===== src/rtl/clk_ctrl_pkg.sv =====
// Shared types and helpers for the CPU clock-enable controller.
// Holds the state encoding, rate-select codes and tick period lookup.
package clk_ctrl_pkg;

    typedef enum logic [1:0] {
        HALT  = 2'd0,
        RUN   = 2'd1,
        STEP  = 2'd2,
        BREAK = 2'd3
    } ctrl_state_t;

    localparam logic [1:0] RATE_1HZ   = 2'b00;
    localparam logic [1:0] RATE_100HZ = 2'b01;
    localparam logic [1:0] RATE_10KHZ = 2'b10;
    localparam logic [1:0] RATE_FULL  = 2'b11;

    localparam int unsigned DIV_100HZ = 100;
    localparam int unsigned DIV_10KHZ = 10_000;

    // Cycles between enables for a rate code; never below one cycle.
    function automatic logic [31:0] tick_period(
        input logic [1:0]  sel,
        input int unsigned clk_hz
    );
        int unsigned p;
        case (sel)
            RATE_1HZ:   p = clk_hz;
            RATE_100HZ: p = clk_hz / DIV_100HZ;
            RATE_10KHZ: p = clk_hz / DIV_10KHZ;
            default:    p = 1;
        endcase
        if (p == 0) begin
            p = 1;
        end
        return p;
    endfunction

endpackage


===== src/rtl/input_debounce.sv =====
// Two-flop synchronizer followed by a stability filter.
// Emits the filtered level and a one-cycle pulse on each filtered rise.
module input_debounce
    import clk_ctrl_pkg::*;
#(
    parameter int unsigned DEBOUNCE_CYCLES = 1_000_000
) (
    input  logic clk,
    input  logic rst,
    input  logic raw_in,
    output logic level_out,
    output logic rise_out
);

    localparam int unsigned CW =
        (DEBOUNCE_CYCLES > 1) ? $clog2(DEBOUNCE_CYCLES) : 1;
    localparam logic [CW-1:0] CNT_LAST = CW'(DEBOUNCE_CYCLES - 1);

    logic          sync1_q, sync1_d;
    logic          sync2_q, sync2_d;
    logic          level_q, level_d;
    logic          rise_q, rise_d;
    logic [CW-1:0] cnt_q, cnt_d;

    // Count consecutive cycles the synchronized input disagrees with the
    // accepted level; accept it once it has held for the full window.
    always_comb begin
        sync1_d = raw_in;
        sync2_d = sync1_q;
        level_d = level_q;
        rise_d  = 1'b0;
        cnt_d   = '0;
        if (sync2_q != level_q) begin
            if (cnt_q == CNT_LAST) begin
                level_d = sync2_q;
                rise_d  = sync2_q;
            end else begin
                cnt_d = cnt_q + CW'(1);
            end
        end
    end

    // Synchronizer, filter and pulse registers.
    always_ff @(posedge clk) begin
        if (rst) begin
            sync1_q <= 1'b0;
            sync2_q <= 1'b0;
            level_q <= 1'b0;
            rise_q  <= 1'b0;
            cnt_q   <= '0;
        end else begin
            sync1_q <= sync1_d;
            sync2_q <= sync2_d;
            level_q <= level_d;
            rise_q  <= rise_d;
            cnt_q   <= cnt_d;
        end
    end

    assign level_out = level_q;
    assign rise_out  = rise_q;

endmodule


===== src/rtl/cpu_clk_ctrl.sv =====
// Run/step/halt controller producing a single-cycle core clock enable.
// Also counts issued enables for the instruction display.
module cpu_clk_ctrl
    import clk_ctrl_pkg::*;
#(
    parameter int unsigned CLK_HZ          = 50_000_000,
    parameter int unsigned DEBOUNCE_CYCLES = 1_000_000
) (
    input  logic        clk,
    input  logic        rst,
    input  logic        run_sw,
    input  logic        step_btn,
    input  logic [1:0]  rate_sel,
    input  logic        halt_req,
    input  logic        cnt_clr,
    output logic        cpu_ce,
    output logic [1:0]  state_o,
    output logic        halted,
    output logic [31:0] cycle_count
);

    logic        run_lvl;
    logic        run_rise_unused;
    logic        step_lvl_unused;
    logic        step_rise;

    ctrl_state_t state_q, state_d;
    logic [31:0] tick_q, tick_d;
    logic [1:0]  rate_q, rate_d;
    logic [31:0] cycle_count_q, cycle_count_d;
    logic        halted_q, halted_d;
    logic [31:0] period;
    logic        tick_last;

    input_debounce #(
        .DEBOUNCE_CYCLES (DEBOUNCE_CYCLES)
    ) u_run (
        .clk       (clk),
        .rst       (rst),
        .raw_in    (run_sw),
        .level_out (run_lvl),
        .rise_out  (run_rise_unused)
    );

    input_debounce #(
        .DEBOUNCE_CYCLES (DEBOUNCE_CYCLES)
    ) u_step (
        .clk       (clk),
        .rst       (rst),
        .raw_in    (step_btn),
        .level_out (step_lvl_unused),
        .rise_out  (step_rise)
    );

    // Enable comes from registered state only; a dropped run level
    // suppresses the pending tick in RUN.
    always_comb begin
        period    = tick_period(rate_q, CLK_HZ);
        tick_last = (tick_q == period - 32'd1);
        cpu_ce    = (state_q == STEP) ||
                    ((state_q == RUN) && run_lvl && tick_last);
    end

    // Next-state selection, priorities in order of the branches.
    always_comb begin
        state_d = state_q;
        unique case (state_q)
            HALT: begin
                if (run_lvl) begin
                    state_d = RUN;
                end else if (step_rise) begin
                    state_d = STEP;
                end
            end
            RUN: begin
                if (halt_req && cpu_ce) begin
                    state_d = BREAK;
                end else if (!run_lvl) begin
                    state_d = HALT;
                end
            end
            STEP: begin
                state_d = halt_req ? BREAK : HALT;
            end
            BREAK: begin
                if (step_rise) begin
                    state_d = STEP;
                end else if (!run_lvl) begin
                    state_d = HALT;
                end
            end
        endcase
    end

    // Tick counter runs only while staying in RUN at an unchanged rate.
    always_comb begin
        rate_d = rate_sel;
        tick_d = '0;
        if ((state_q == RUN) && (state_d == RUN)) begin
            if (rate_sel != rate_q) begin
                tick_d = '0;
            end else if (tick_last) begin
                tick_d = '0;
            end else begin
                tick_d = tick_q + 32'd1;
            end
        end
    end

    // Enable counter with clear taking precedence over increment.
    always_comb begin
        cycle_count_d = cycle_count_q;
        if (cnt_clr) begin
            cycle_count_d = '0;
        end else if (cpu_ce) begin
            cycle_count_d = cycle_count_q + 32'd1;
        end
        halted_d = (state_d == HALT) || (state_d == BREAK);
    end

    // Controller state and output registers.
    always_ff @(posedge clk) begin
        if (rst) begin
            state_q       <= HALT;
            tick_q        <= '0;
            rate_q        <= '0;
            cycle_count_q <= '0;
            halted_q      <= 1'b1;
        end else begin
            state_q       <= state_d;
            tick_q        <= tick_d;
            rate_q        <= rate_d;
            cycle_count_q <= cycle_count_d;
            halted_q      <= halted_d;
        end
    end

    assign state_o     = state_q;
    assign halted      = halted_q;
    assign cycle_count = cycle_count_q;

endmodule


===== config.mk =====
export PLATFORM = sky130hd
export DESIGN_NAME = cpu_clk_ctrl
export DESIGN_NICKNAME = d
export VERILOG_FILES = /design/src/rtl/clk_ctrl_pkg.sv /design/src/rtl/input_debounce.sv /design/src/rtl/cpu_clk_ctrl.sv
export SDC_FILE = /design/constraint.sdc
export NUM_CORES = 1
export LEC_CHECK = 0
export BUFFER_PORTS_ARGS = -buffer_cell sky130_fd_sc_hd__buf_2
export CORE_UTILIZATION = 61
export CTS_CLUSTER_DIAMETER = 50
export DETAILED_ROUTE_END_ITERATION = 10
export PLACE_DENSITY = 0.81
export SLEW_MARGIN = 20
export SYNTH_ARGS = -nofsm -noshare
export SYNTH_HDL_FRONTEND = slang
export SYNTH_SLANG_ARGS = --single-unit

===== constraint.sdc =====
create_clock -name clk -period 6.3 [get_ports clk]
set_clock_uncertainty 0.2 [all_clocks]
set_input_delay 1.26 -clock clk [delete_from_list [all_inputs] [get_ports clk]]
set_output_delay 1.26 -clock clk [all_outputs]
set_load 0.01 [all_outputs]

After elaboration in Yosys (flattened, before gate mapping)
Cells that the tools add are included.

word-level totals
  bits of input ports = 8
  word-level logic and storage cells = 62
  register bits after elaboration = 116
  memories = 0
  output and inout bits = 36
  bits in read-only memories = 0
  memory bits (writable) = 0
  bits in latches = 0

operators by class
  add/sub/neg operators = 5
  bitwise gates (word level) = 4
  reductions and logical operators = 17
  shift operators = 0
  divide/modulo/power cells = 0
  equality and inequality tests = 13
  multiply operators = 0
  mux-type cells = 9
  magnitude comparators = 0

operators with widths
  cell                                                                    number
  26-bit case mux with 3 select lines                                     1
  32-bit by 1-bit adder with 32-bit output (second input constant)        2
  20-bit by 1-bit adder with 20-bit output (second input constant)        2
  20-bit equality test (second input constant)                            2
  32-bit equality test                                                    1
  32-bit logical NOT                                                      1
  32-bit 2-to-1 mux                                                       1
  32-bit by 1-bit subtractor with 32-bit output (second input constant)   1
  2-bit 2-to-1 mux                                                        6
  3-bit OR reduction                                                      3
  2-bit equality test (second input constant)                             4
  2-bit case mux with 4 select lines                                      1
  2-bit by 1-bit equality test with 1-bit output (second input constant)  3
  2-bit logical NOT                                                       3
  1-bit logical AND                                                       4
  1-bit inverter                                                          4
  2-bit AND reduction                                                     2
  4-bit OR reduction                                                      1
  1-bit logical OR                                                        2
  1-bit != test                                                           2
  2-bit != test                                                           1
  2-bit OR reduction                                                      1

Longest topological paths before layout
Gate-level depths: netlist of run 1.

  depth after elaboration = 15
  mapped depth = 14
  mapped depth without buffers = 12

By module
Synthesis of run 1 repeated with hierarchy kept, for this count alone.

second synthesis, totals
  cell total of the unflattened synthesis = 658
  area total of the unflattened synthesis = 5,600.4 um2

by module, submodules not included
  module          cells an instance  times used  seq. area each (um2)  area each (um2)
  cpu_clk_ctrl    412                1           1,381.3               3,440.8
  input_debounce  123                2           480.5                 1,079.8

Least setup slack after synthesis of run 1
OpenSTA, ideal clock, no wires.

  path type = register -> register
  from = register rate_q[0]
  to = register tick_q[11]
  setup time = 65 ps
  data arrival time = 3,301 ps
  path buffers = 2
  slack = 2,734 ps
  stages on the path, launching flop included = 15
  period minus slack after synthesis = 3,566 ps
  required time = 6,035 ps
  cell sequence = dfxtp_1 inv_1 ha_1 inv_1 ha_1 xnor2_1 nor4_4 o2111a_1 a41oi_1 ha_1 or4b_2 or4_1 clkbuf_1 buf_2 nor2_1

on the way
  word-level cells in the longest chain between the ends = 15
  elaborated cells between the ends (all ways) = 18
  classes of those cells = add/sub: 1; eq/ne: 5; mux: 4; bitwise: 1; reduce/logical: 7

ends and longest elaborated chain
  element                                         line                 RTL
  from (decl)                                     cpu_clk_ctrl.sv:29   logic [1:0] rate_q, rate_d;
  from (signal assigned)                          cpu_clk_ctrl.sv:132  rate_q <= rate_d;
  2-bit equality test (tied with other cells)     clk_ctrl_pkg.sv:26   case (sel)
  26-bit case mux with 3 select lines             clk_ctrl_pkg.sv:26
  32-bit logical NOT                              clk_ctrl_pkg.sv:32   if (p == 0) begin
  32-bit 2-to-1 mux                               clk_ctrl_pkg.sv:32
  32-bit by 1-bit subtractor with 32-bit output   cpu_clk_ctrl.sv:59   tick_last = (tick_q == period - 32'd1);
  32-bit equality test                            cpu_clk_ctrl.sv:59
  1-bit logical AND                               cpu_clk_ctrl.sv:61   ((state_q == RUN) && run_lvl && tick_last);
  1-bit logical OR                                cpu_clk_ctrl.sv:60   cpu_ce = (state_q == STEP) ||
  1-bit logical AND                               cpu_clk_ctrl.sv:76   if (halt_req && cpu_ce) begin
  2-bit 2-to-1 mux                                cpu_clk_ctrl.sv:76
  2-bit case mux with 4 select lines              cpu_clk_ctrl.sv:67   unique case (state_q)
  2-bit by 1-bit equality test with 1-bit output  cpu_clk_ctrl.sv:99   if ((state_q == RUN) && (state_d == RUN)) begin
  1-bit logical AND                               cpu_clk_ctrl.sv:99
  1-bit inverter (no source line)                 --
  4-bit OR reduction (no source line) *           --
  to (signal assigned)                            cpu_clk_ctrl.sv:131  tick_q <= tick_d;
  to (decl)                                       cpu_clk_ctrl.sv:28   logic [31:0] tick_q, tick_d;

Every way passes the cells marked *; elsewhere a longest branch is shown, timed or not.
A chain may end at the register's enable or synchronous reset.

Worst setup path after layout of run 1
  from = register rate_q[0]
  to = output cpu_ce

on the way
  word-level cells in the longest chain between the ends = 8
  elaborated cells between the ends (all ways) = 10
  classes of those cells = add/sub: 1; eq/ne: 3; mux: 2; reduce/logical: 4

ends and longest elaborated chain
  element                                          line                RTL
  2-bit equality test (tied with other cells)      clk_ctrl_pkg.sv:26
  26-bit case mux with 3 select lines *            clk_ctrl_pkg.sv:26
  32-bit logical NOT                               clk_ctrl_pkg.sv:32
  32-bit 2-to-1 mux *                              clk_ctrl_pkg.sv:32
  32-bit by 1-bit subtractor with 32-bit output *  cpu_clk_ctrl.sv:59
  32-bit equality test *                           cpu_clk_ctrl.sv:59
  1-bit logical AND *                              cpu_clk_ctrl.sv:61
  1-bit logical OR *                               cpu_clk_ctrl.sv:60
  to (decl)                                        cpu_clk_ctrl.sv:16  output logic cpu_ce,

Marked as above.

==> flow_metrics.env, run 1 <==
export IMPL_design_core_area_um2=8721
export IMPL_clk_path_buf_depth=2
export IMPL_synthCells=639
export IMPL_cts_sinks=116
export IMPL_final_layout_size_suffix_gt1_frac=0.1261
export IMPL_yosysWarningCount=0
export IMPL_fin_cells=798
export IMPL_rsz0062_at_grt="false"
export IMPL_gp_congestion=0.8727
export IMPL_hold_ws_ps=243.0
export IMPL_postCtsResizedCells=0
export IMPL_worstMarginPinSlew_ps=1048
export IMPL_via_per_inst=5.939
export IMPL_rows=34
export IMPL_start_util=0.6280
export IMPL_regToRegSetupSlack_ps=2020
export IMPL_area_growth_pct=15.38
export IMPL_crit_arrival_ps=3020
export IMPL_comb_power_share=0.016
export IMPL_seq_area_frac_synth=0.4240
export IMPL_tritoncts="yes"
export IMPL_overflow=0
export IMPL_ys_seq_elements=116
export IMPL_slew_headroom=0.3012
export IMPL_yosysMostFrequentCell="dfxtp_1"
export IMPL_synth_common_cells="dfxtp_1 (116), nor2_1 (94), xor2_1 (44)"
export IMPL_grt_max_degree=62
export IMPL_die_w_um=96.75
export IMPL_p_leak_nw=2.223
export IMPL_max_freq_mhz=223.4
export IMPL_cts_root_buf="clkbuf_8"
export IMPL_cts_inserted_buffers=17
export IMPL_grt_usage=0.2623
export IMPL_finalNetCount=697
export IMPL_finalCriticalPeriod_ps=4476
export IMPL_num_antenna_cells=0
export IMPL_hpwlAfterDp_um=7709
export IMPL_drc=0
export IMPL_irDropWorstVdd_mv=0.1658
export IMPL_grt_pass1_wl_um=20270
export IMPL_power_switching_mw=0.3744
export IMPL_hold_class="reg2reg"
export IMPL_clockPowerShare=0.552
export IMPL_drt_pass1_iterations=5
export IMPL_worstPathRequired_ps=4840
export IMPL_drtIter0Drc=197
export IMPL_tns_ps=0
export IMPL_critical_path_class="reg2out"
export IMPL_antenna_found_initial=0
export IMPL_cts_hold_buf=0
export IMPL_numPortBuffers=43
export IMPL_synth_nets=659
export IMPL_post_route_util=0.7245
export IMPL_ys_async_sr_fraction=0
export IMPL_synth_cell_types=43
export IMPL_die_area_um2=9361
export IMPL_synth_edf_count=0
export IMPL_pwr_share_seq=0.432
export IMPL_status="finished, final reports clean"
export IMPL_htree_levels=4
export IMPL_min_period_over_period=0.7104
export IMPL_synth_area_um2=5477
export IMPL_netlist_area_leader_share=0.4240
export IMPL_ant_nets=0
export IMPL_clkLatencyLatePin_ps=530
export IMPL_switching_share=0.2191
export IMPL_clk_pin_slew_worst_paths_ps=60
export IMPL_power_density_nw_per_um2=270.4
export IMPL_path_max_fanout=61
export IMPL_avgSynthCellArea_um2=8.570
export IMPL_post_cts_setup_buffers=0
export IMPL_dp_cells=766
export IMPL_critPathLaunchType="flop"
export IMPL_setup_viol=0
export IMPL_drv_cap=0
export IMPL_yosys_top_cells_area="dfxtp_1 (42%), xor2_1 (7.0%), nor2_1 (6.4%)"
export IMPL_drv_slew=0
export IMPL_vias=4739
export IMPL_p_int_mw=1.334
export IMPL_wl_um=11700
export IMPL_routedWlPerCell_um=14.66
export IMPL_fp_dieH_um=96.75
export IMPL_io_pins=44
export IMPL_yosysTopAreaCell="dfxtp_1"
export IMPL_synth_flop_cell="dfxtp_1"
export IMPL_critPathCaptureType="output port"
export IMPL_grt_pass1_vias=4470
export IMPL_hold_viol_final=0
[placed cells by master (no fill, tap or decap), drive strengths merged, types with 2 or more instances in the layout]
cell type,n
dfxtp,116
nor2,94
xor2,44
buf,44
nand2,40
nand3,37
a21oi,32
xnor2,29
nand4,27
and3,25
or3,24
o21ai,22
clkbuf,19
inv,17
or4,13
and4,13
o31ai,12
ha,12
nor3,9
nor2b,9
nor4,7
clkinv,7
and2,6
mux2i,4
nor4b,4
or2,4
or4b,3
nand3b,2
o31a,2
o21a,2
bufinv,2
[sequential cells by signal (all words and copies together) (netlist names), 2 cells and up]
name and flops:
u_run.cnt_q 20, tick_q 32, u_step.cnt_q 20, rate_q 2
state_o 2, cycle_count 32
[stage by stage]
step	setup slack, ps	power, mW	area [um^2]
floorplan	2734	0.7730	5477
global placement	2297	0.7803	5729
detailed placement	2039	0.7813	5729
CTS	1816	1.721	6319
global route	1642	1.758	6319
finish	1824	1.709	6319
[routing by layer]
metal | track usage | vias up | part of all wire
met2 | 0.4323 | 103 | 0.49
met1 | 0.3256 | 2263 | 0.45
met4 | 0.1137 | 0 | 0.024
li1 | - | 2345 | -
met5 | 0 | - | 0
met3 | 0.06503 | 28 | 0.038
[path summary, 6_finish.rpt]
check	from	endpoint	cells past startpoint
worst max-delay path	rate_q[0]	cpu_ce	9
worst min register to register	u_run.sync1_q	u_run.sync2_q	1
worst min-delay path	u_run.sync1_q	u_run.sync2_q	1
worst max register to register	rate_q[0]	tick_q[11]	12
[worst max-delay path, stage by stage (launching register included)]
cell,delay (ps)
dfxtp_1,460
inv_1,130
ha_1,230
or3_1,320
a222oi_1,370
and3_4,260
a31oi_4,70
buf_4,290
inv_1,180
buf_2,160
[power by group through the flow]
stage / clock [mW] / combinational (mW) / sequential [mW]
finish: 0.943 / 0.0275 / 0.738
global placement: 0 / 0.0263 / 0.754
CTS: 0.955 / 0.0278 / 0.738
floorplan: 0 / 0.0194 / 0.754
global route: 0.989 / 0.0308 / 0.738
detailed placement: 0 / 0.0271 / 0.754
[area by class of cell]
| type | count | area (um^2) |
|---|---|---|
| Clock buffer | 19 | 441.7 |
| Clock inverter | 13 | 147.6 |
| Tap cell | 108 | 135.1 |
| Multi-Input combinational cell | 484 | 2997 |
| Timing Repair Buffer | 44 | 222.7 |
| Inverter | 14 | 52.55 |
| Fill cell | 669 | 2402 |
| Sequential cell | 116 | 2322 |
[cell families after synthesis]
logic type,share of synthesized area
and+or+nand+nor,0.3089
DFF,0.4240
AOI/OAI and AO/OA,0.08682
xor gates and xnor gates,0.1167
buffers and inverters,0.02878
adders and majority gates,0.02742
muxes,0.007311
Note: power is estimated with default switching activity, not from simulation.
==> run 2, diff against run 1 <==
--- a/config.mk
+++ b/config.mk
@@ -6,10 +6,10 @@
 export NUM_CORES = 1
 export LEC_CHECK = 0
 export BUFFER_PORTS_ARGS = -buffer_cell sky130_fd_sc_hd__buf_2
-export CORE_UTILIZATION = 61
+export CORE_UTILIZATION = 60
 export CTS_CLUSTER_DIAMETER = 50
 export DETAILED_ROUTE_END_ITERATION = 10
-export PLACE_DENSITY = 0.81
+export PLACE_DENSITY = 0.8
 export SLEW_MARGIN = 20
 export SYNTH_ARGS = -nofsm -noshare
 export SYNTH_HDL_FRONTEND = slang
==> constraint.sdc (replaced) <==
create_clock -name clk -period 4.45 [get_ports clk]
set_clock_uncertainty 0.2 [all_clocks]
set_input_delay 0.89 -clock clk [delete_from_list [all_inputs] [get_ports clk]]
set_output_delay 0.89 -clock clk [all_outputs]
set_load 0.01 [all_outputs]
==> run 2 against run 1 <==
Hold slack improved by 24 ps. Clock power increased by 41%. Critical path depth rose by 4. Sequential share of layout area is essentially flat. Clock-buffer cell count stayed put. Non-clock buffer count grew 2. Combinational power grew 41%. Cell count increased by 0.25%. Core utilization decreased by 0.28 points. Critical path type is now reg2reg. Critical endpoint is now tick_q[26]. Largest power group unchanged.
==> flow_metrics.env, run 2 (synthesized netlist as in run 1, its figures left out) <==
export IMPL_grt_pass1_vias=4488
export IMPL_drv_cap=0
export IMPL_drt_pass1_iterations=4
export IMPL_grt_max_degree=61
export IMPL_final_layout_size_suffix_gt1_frac=0.1257
export IMPL_use_met1=0.3064
export IMPL_post_dp_cell_area_um2=5744
export IMPL_rows=34
export IMPL_num_antenna_cells=0
export IMPL_hold_viol_final=0
export IMPL_pwr_share_seq=0.433
export IMPL_drv_slew=0
export IMPL_status="finished, final reports clean"
export IMPL_tritoncts="yes"
export IMPL_fin_cells=800
export IMPL_worstMarginPinSlew_ps=861.3
export IMPL_slew_headroom=0.4205
export IMPL_grt_util_met3=0.07410
export IMPL_fill_cells=660
export IMPL_finalNetCount=699
export IMPL_dp_cells=768
export IMPL_clk_pin_slew_worst_paths_ps=60
export IMPL_vias=4724
export IMPL_hold_class="reg2reg"
export IMPL_irDropWorstVdd_mv=0.2314
export IMPL_rsz0062_at_grt="false"
export IMPL_fin_area_um2=6325
export IMPL_overflow=0
export IMPL_die_area_um2=9513
export IMPL_area_growth_pct=15.49
export IMPL_clk_path_buf_depth=2
export IMPL_htree_levels=4
export IMPL_io_pins=44
export IMPL_post_route_util=0.7217
export IMPL_clkLatencyLatePin_ps=520
export IMPL_start_util=0.6249
export IMPL_path_max_fanout=32
export IMPL_p_int_mw=1.907
export IMPL_routedWlPerCell_um=14.84
export IMPL_switching_share=0.2099
export IMPL_critPathLaunchType="flop"
export IMPL_layout_commonest_cell="dfxtp_1"
export IMPL_post_cts_setup_buffers=0
export IMPL_ant_nets=0
export IMPL_worstPathRequired_ps=4700
export IMPL_power_density_nw_per_um2=381.5
export IMPL_critical_path_class="reg2reg"
export IMPL_fp_dieH_um=97.54
export IMPL_p_leak_nw=2.222
export IMPL_final_cell_mix="dfxtp_1 (116), nor2_1 (94), xor2_1 (44)"
export IMPL_power_switching_mw=0.5064
export IMPL_max_freq_mhz=261.4
export IMPL_via_per_inst=5.905
export IMPL_cts_hold_buf=0
export IMPL_cts_inserted_buffers=17
export IMPL_multiInputGateArea_um2=2997
export IMPL_drtIter0Drc=193
export IMPL_busiest_layer="met2"
export IMPL_grtUsageMet2=0.4449
export IMPL_regArea_um2=2322
export IMPL_antenna_found_initial=0
export IMPL_die_w_um=97.54
export IMPL_cts_sinks=116
export IMPL_tns_ps=0
export IMPL_hold_ws_ps=267.2
export IMPL_hpwlAfterDp_um=7861
export IMPL_crit_arrival_ps=4080
export IMPL_wl_um=11870
export IMPL_min_period_over_period=0.8598
export IMPL_numPortBuffers=43
export IMPL_grt_pass1_wl_um=20270
export IMPL_drc=0
export IMPL_postCtsResizedCells=0
export IMPL_gp_congestion=0.8361
export IMPL_design_core_area_um2=8763
export IMPL_cts_root_buf="clkbuf_8"
export IMPL_critPathCaptureType="flop"
export IMPL_finalCriticalPeriod_ps=3826
export IMPL_grt_usage=0.2619
export IMPL_setup_viol=0
export IMPL_clockPowerShare=0.551
export IMPL_comb_power_share=0.016
## run 2: cell types whose count changed in the layout (fill, tap and decap cells not counted), sizes merged
cell and delta:
clkinvlp +2, inv -2, buf +2, clkinv -1
bufinv +1
## run 2: worst paths after layout
| check | start | end | slack, ps | depth (start not counted) |
|---|---|---|---|---|
| min | u_step.cnt_q[0] | u_step.cnt_q[0] | 270 | 1 |
| max | rate_q[0] | tick_q[26] | 620 | 13 |
| min reg2reg | u_step.cnt_q[0] | u_step.cnt_q[0] | 270 | 1 |
| max reg2reg | rate_q[0] | tick_q[26] | 620 | 13 |
## run 2: area by class of cell
cell class	count	share of cell area
Tap cell	108	0.02137
Clock inverter	13	0.02512
Inverter	14	0.008309
Multi-Input combinational cell	484	0.4738
Clock buffer	19	0.06667
Timing Repair Buffer	46	0.03759
Sequential cell	116	0.3672
## run 2: power by group through the flow
stage	combinational (mW)	clock, mW	sequential (mW)
after CTS	0.0387	1.34	1.05
after floorplan	0.0275	0	1.07
after global placement	0.0367	0	1.07
after detailed placement	0.0383	0	1.07
final	0.0387	1.33	1.05
after global routing	0.0425	1.40	1.05
## run 2: metrics by stage
stage | total power, mW | setup WS, ps
after CTS | 2.428 | 587.7
final | 2.413 | 624.0
after floorplan | 1.094 | 884.1
after global routing | 2.485 | 325.5
after global placement | 1.104 | 823.5
after detailed placement | 1.106 | 628.2
## run 2: critical path: stages (launching register included)
cell	delay, ps
dfxtp_1	450
inv_1	130
ha_1	250
inv_1	70
ha_1	230
xnor2_1	250
nor4_4	90
o2111a_1	150
a41oi_1	270
ha_1	180
or4b_2	570
or4_1	520
buf_4	250
nor2_1	140
## run 2: per-layer routing
layer  vias up  part of all wire
li1       2349                 -
met2        93              0.50
met5         -                 0
met3        26             0.041
met1      2256              0.44
met4         0             0.019
==> run 3, diff against run 2 <==
--- a/config.mk
+++ b/config.mk
@@ -6,10 +6,12 @@
 export NUM_CORES = 1
 export LEC_CHECK = 0
 export BUFFER_PORTS_ARGS = -buffer_cell sky130_fd_sc_hd__buf_2
-export CORE_UTILIZATION = 60
+export CELL_PAD_IN_SITES_DETAIL_PLACEMENT = 2
+export CELL_PAD_IN_SITES_GLOBAL_PLACEMENT = 2
+export CORE_UTILIZATION = 37
 export CTS_CLUSTER_DIAMETER = 50
 export DETAILED_ROUTE_END_ITERATION = 10
-export PLACE_DENSITY = 0.8
+export PLACE_DENSITY_LB_ADDON = 0.1
 export SLEW_MARGIN = 20
 export SYNTH_ARGS = -nofsm -noshare
 export SYNTH_HDL_FRONTEND = slang
==> run 3 against run 2 <==
Critical endpoint is now tick_q[30]. Via count increased by 2.2%. Sequential power is essentially flat. Hold slack got worse by 3.4 ps. Routed wire length up 29%. Clock-buffer cell count down 1. Power rose by 9.3%. Largest cell class unchanged.
==> flow_metrics.env, run 3 (synthesized netlist as in run 1, its figures left out) <==
export IMPL_routedWlPerCell_um=17.43
export IMPL_setup_ws_ps=578.8
export IMPL_post_cts_setup_buffers=0
export IMPL_final_layout_size_suffix_gt1_frac=0.1311
export IMPL_max_freq_mhz=258.3
export IMPL_critical_path_startpoint="rate_q[0]"
export IMPL_reg2reg_from="rate_q[0]"
export IMPL_drtIter0Drc=182
export IMPL_finalNetCount=701
export IMPL_area_growth_pct=19.01
export IMPL_clockPowerShare=0.588
export IMPL_use_met1=0.2396
export IMPL_start_util=0.3782
export IMPL_critical_path_class="reg2reg"
export IMPL_p_leak_nw=2.275
export IMPL_ant_nets=0
export IMPL_vias=4827
export IMPL_antenna_found_initial=0
export IMPL_status="finished, final reports clean"
export IMPL_min_period_over_period=0.8699
export IMPL_crit_arrival_ps=4020
export IMPL_gp_congestion=0.7973
export IMPL_numPortBuffers=43
export IMPL_fp_dieH_um=123.7
export IMPL_worstMarginPinSlew_ps=736.7
export IMPL_grt_util_met3=0.05082
export IMPL_cp_slowest_cell="or4b_2"
export IMPL_p_int_mw=2.072
export IMPL_worst_r2r_cell_count=13
export IMPL_slew_headroom=0.5089
export IMPL_min_path_cells=1
export IMPL_tns_ps=0
export IMPL_grt_pass1_vias=4894
export IMPL_busiest_layer="met2"
export IMPL_final_cell_mix="dfxtp_1 (116), nor2_1 (94), xor2_1 (44)"
export IMPL_worstReg2RegEnd="tick_q[30]"
export IMPL_crit_family="simple AND/OR/NAND/NOR gates"
export IMPL_crit_top_cell="ha_1"
export IMPL_hold_viol_final=0
export IMPL_finalCriticalPeriod_ps=3871
export IMPL_grt_max_degree=61
export IMPL_cts_sinks=116
export IMPL_drt_pass1_iterations=4
export IMPL_cts_root_buf="clkbuf_16"
export IMPL_power_switching_mw=0.5650
export IMPL_cts_hold_buf=0
export IMPL_wl_um=15300
export IMPL_power_density_nw_per_um2=404.7
export IMPL_die_w_um=123.7
export IMPL_hpwlAfterDp_um=10360
export IMPL_htree_levels=4
export IMPL_design_core_area_um2=14480
export IMPL_grt_usage=0.2068
export IMPL_critPathCaptureType="flop"
export IMPL_critical_path_buf_inv_count=3
export IMPL_rows=44
export IMPL_drv_slew=0
export IMPL_irDropWorstVdd_mv=0.2750
export IMPL_min_from="u_step.cnt_q[0]"
export IMPL_clk_pin_slew_worst_paths_ps=60
export IMPL_worstPathRequired_ps=4600
export IMPL_fin_area_um2=6518
export IMPL_hold_path_end="u_step.cnt_q[0]"
export IMPL_rsz0062_at_grt="false"
export IMPL_grt_pass1_wl_um=24210
export IMPL_drc=0
export IMPL_tritoncts="yes"
export IMPL_switching_share=0.2142
export IMPL_regToRegSetupSlack_ps=580
export IMPL_cp_cell_sequence="inv_1 -> ha_1 -> inv_1 -> ha_1 -> xnor2_1 -> nor4_4 -> o2111a_1 -> a41oi_1 -> ha_1 -> or4b_2 -> or4_1 -> buf_4 -> nor2_1"
export IMPL_fin_cells=878
export IMPL_path_max_fanout=19
export IMPL_critPathLaunchType="flop"
export IMPL_critPathMaxStageDelay_ps=570
export IMPL_post_dp_cell_area_um2=5854
export IMPL_dp_cells=846
export IMPL_comb_power_share=0.015
export IMPL_overflow=0
export IMPL_drv_cap=0
export IMPL_die_area_um2=15290
export IMPL_via_per_inst=5.498
export IMPL_cts_inserted_buffers=17
export IMPL_postCtsResizedCells=0
export IMPL_io_pins=44
export IMPL_pwr_share_seq=0.396
export IMPL_hold_class="reg2reg"
export IMPL_clk_path_buf_depth=2
export IMPL_clkLatencyLatePin_ps=420
export IMPL_grtUsageMet2=0.3611
export IMPL_pre_cts_ws_ps=562.8
export IMPL_setup_viol=0
export IMPL_layout_commonest_cell="dfxtp_1"
export IMPL_num_antenna_cells=0
[run 3: worst register-to-register path: cells and delay by family (launching register included)]
| kind | cells | cell delay [ps] |
|---|---|---|
| and+or+nand+nor | 4 | 1340 |
| adders and majority gates | 3 | 690 |
| DFF | 1 | 460 |
| AOI/OAI and AO/OA | 2 | 430 |
| buffers and inverters | 3 | 420 |
| xor gates and xnor gates | 1 | 250 |
[run 3: worst max-delay path by stage]
stage | end | slack (ps) | cells past startpoint
after floorplan | tick_q[11] | 880 | 14
after global placement | tick_q[6] | 780 | 13
after detailed placement | tick_q[30] | 560 | 13
after CTS | tick_q[30] | 520 | 13
after global routing | tick_q[30] | 340 | 13
final | tick_q[30] | 580 | 13
[run 3: metal layers]
layer,wire (um),vias up
li1,-,2340
met4,280,0
met2,7695,63
met3,396,18
met1,6930,2406
met5,0,-
[run 3: power by group through the flow]
stage	combinational (mW)	clock, mW	sequential, mW
2_1_floorplan	0.0275	0	1.07
3_3_place_gp	0.0384	0	1.07
3_5_place_dp	0.0403	0	1.07
4_1_cts	0.0414	1.59	1.04
5_1_grt	0.0453	1.63	1.04
6_report	0.0406	1.55	1.05
[run 3: metrics by stage]
stage	total power [mW]	hold slack (ps)	utilization
after detailed placement	1.108	250.2	0.4043
final	2.637	263.8	0.4501
after global placement	1.106	244.1	0.4043
after CTS	2.672	264.1	0.4501
after global routing	2.720	281.9	0.4501
after floorplan	1.094	213.8	-
[run 3: area by class of cell]
class | instances | area, um^2
Multi-Input combinational cell | 484 | 2997
Fill cell | 1607 | 7961
Sequential cell | 116 | 2322
Clock buffer | 18 | 439.2
Tap cell | 184 | 230.2
Clock inverter | 14 | 224.0
Timing Repair Buffer | 48 | 252.7
Inverter | 14 | 52.55
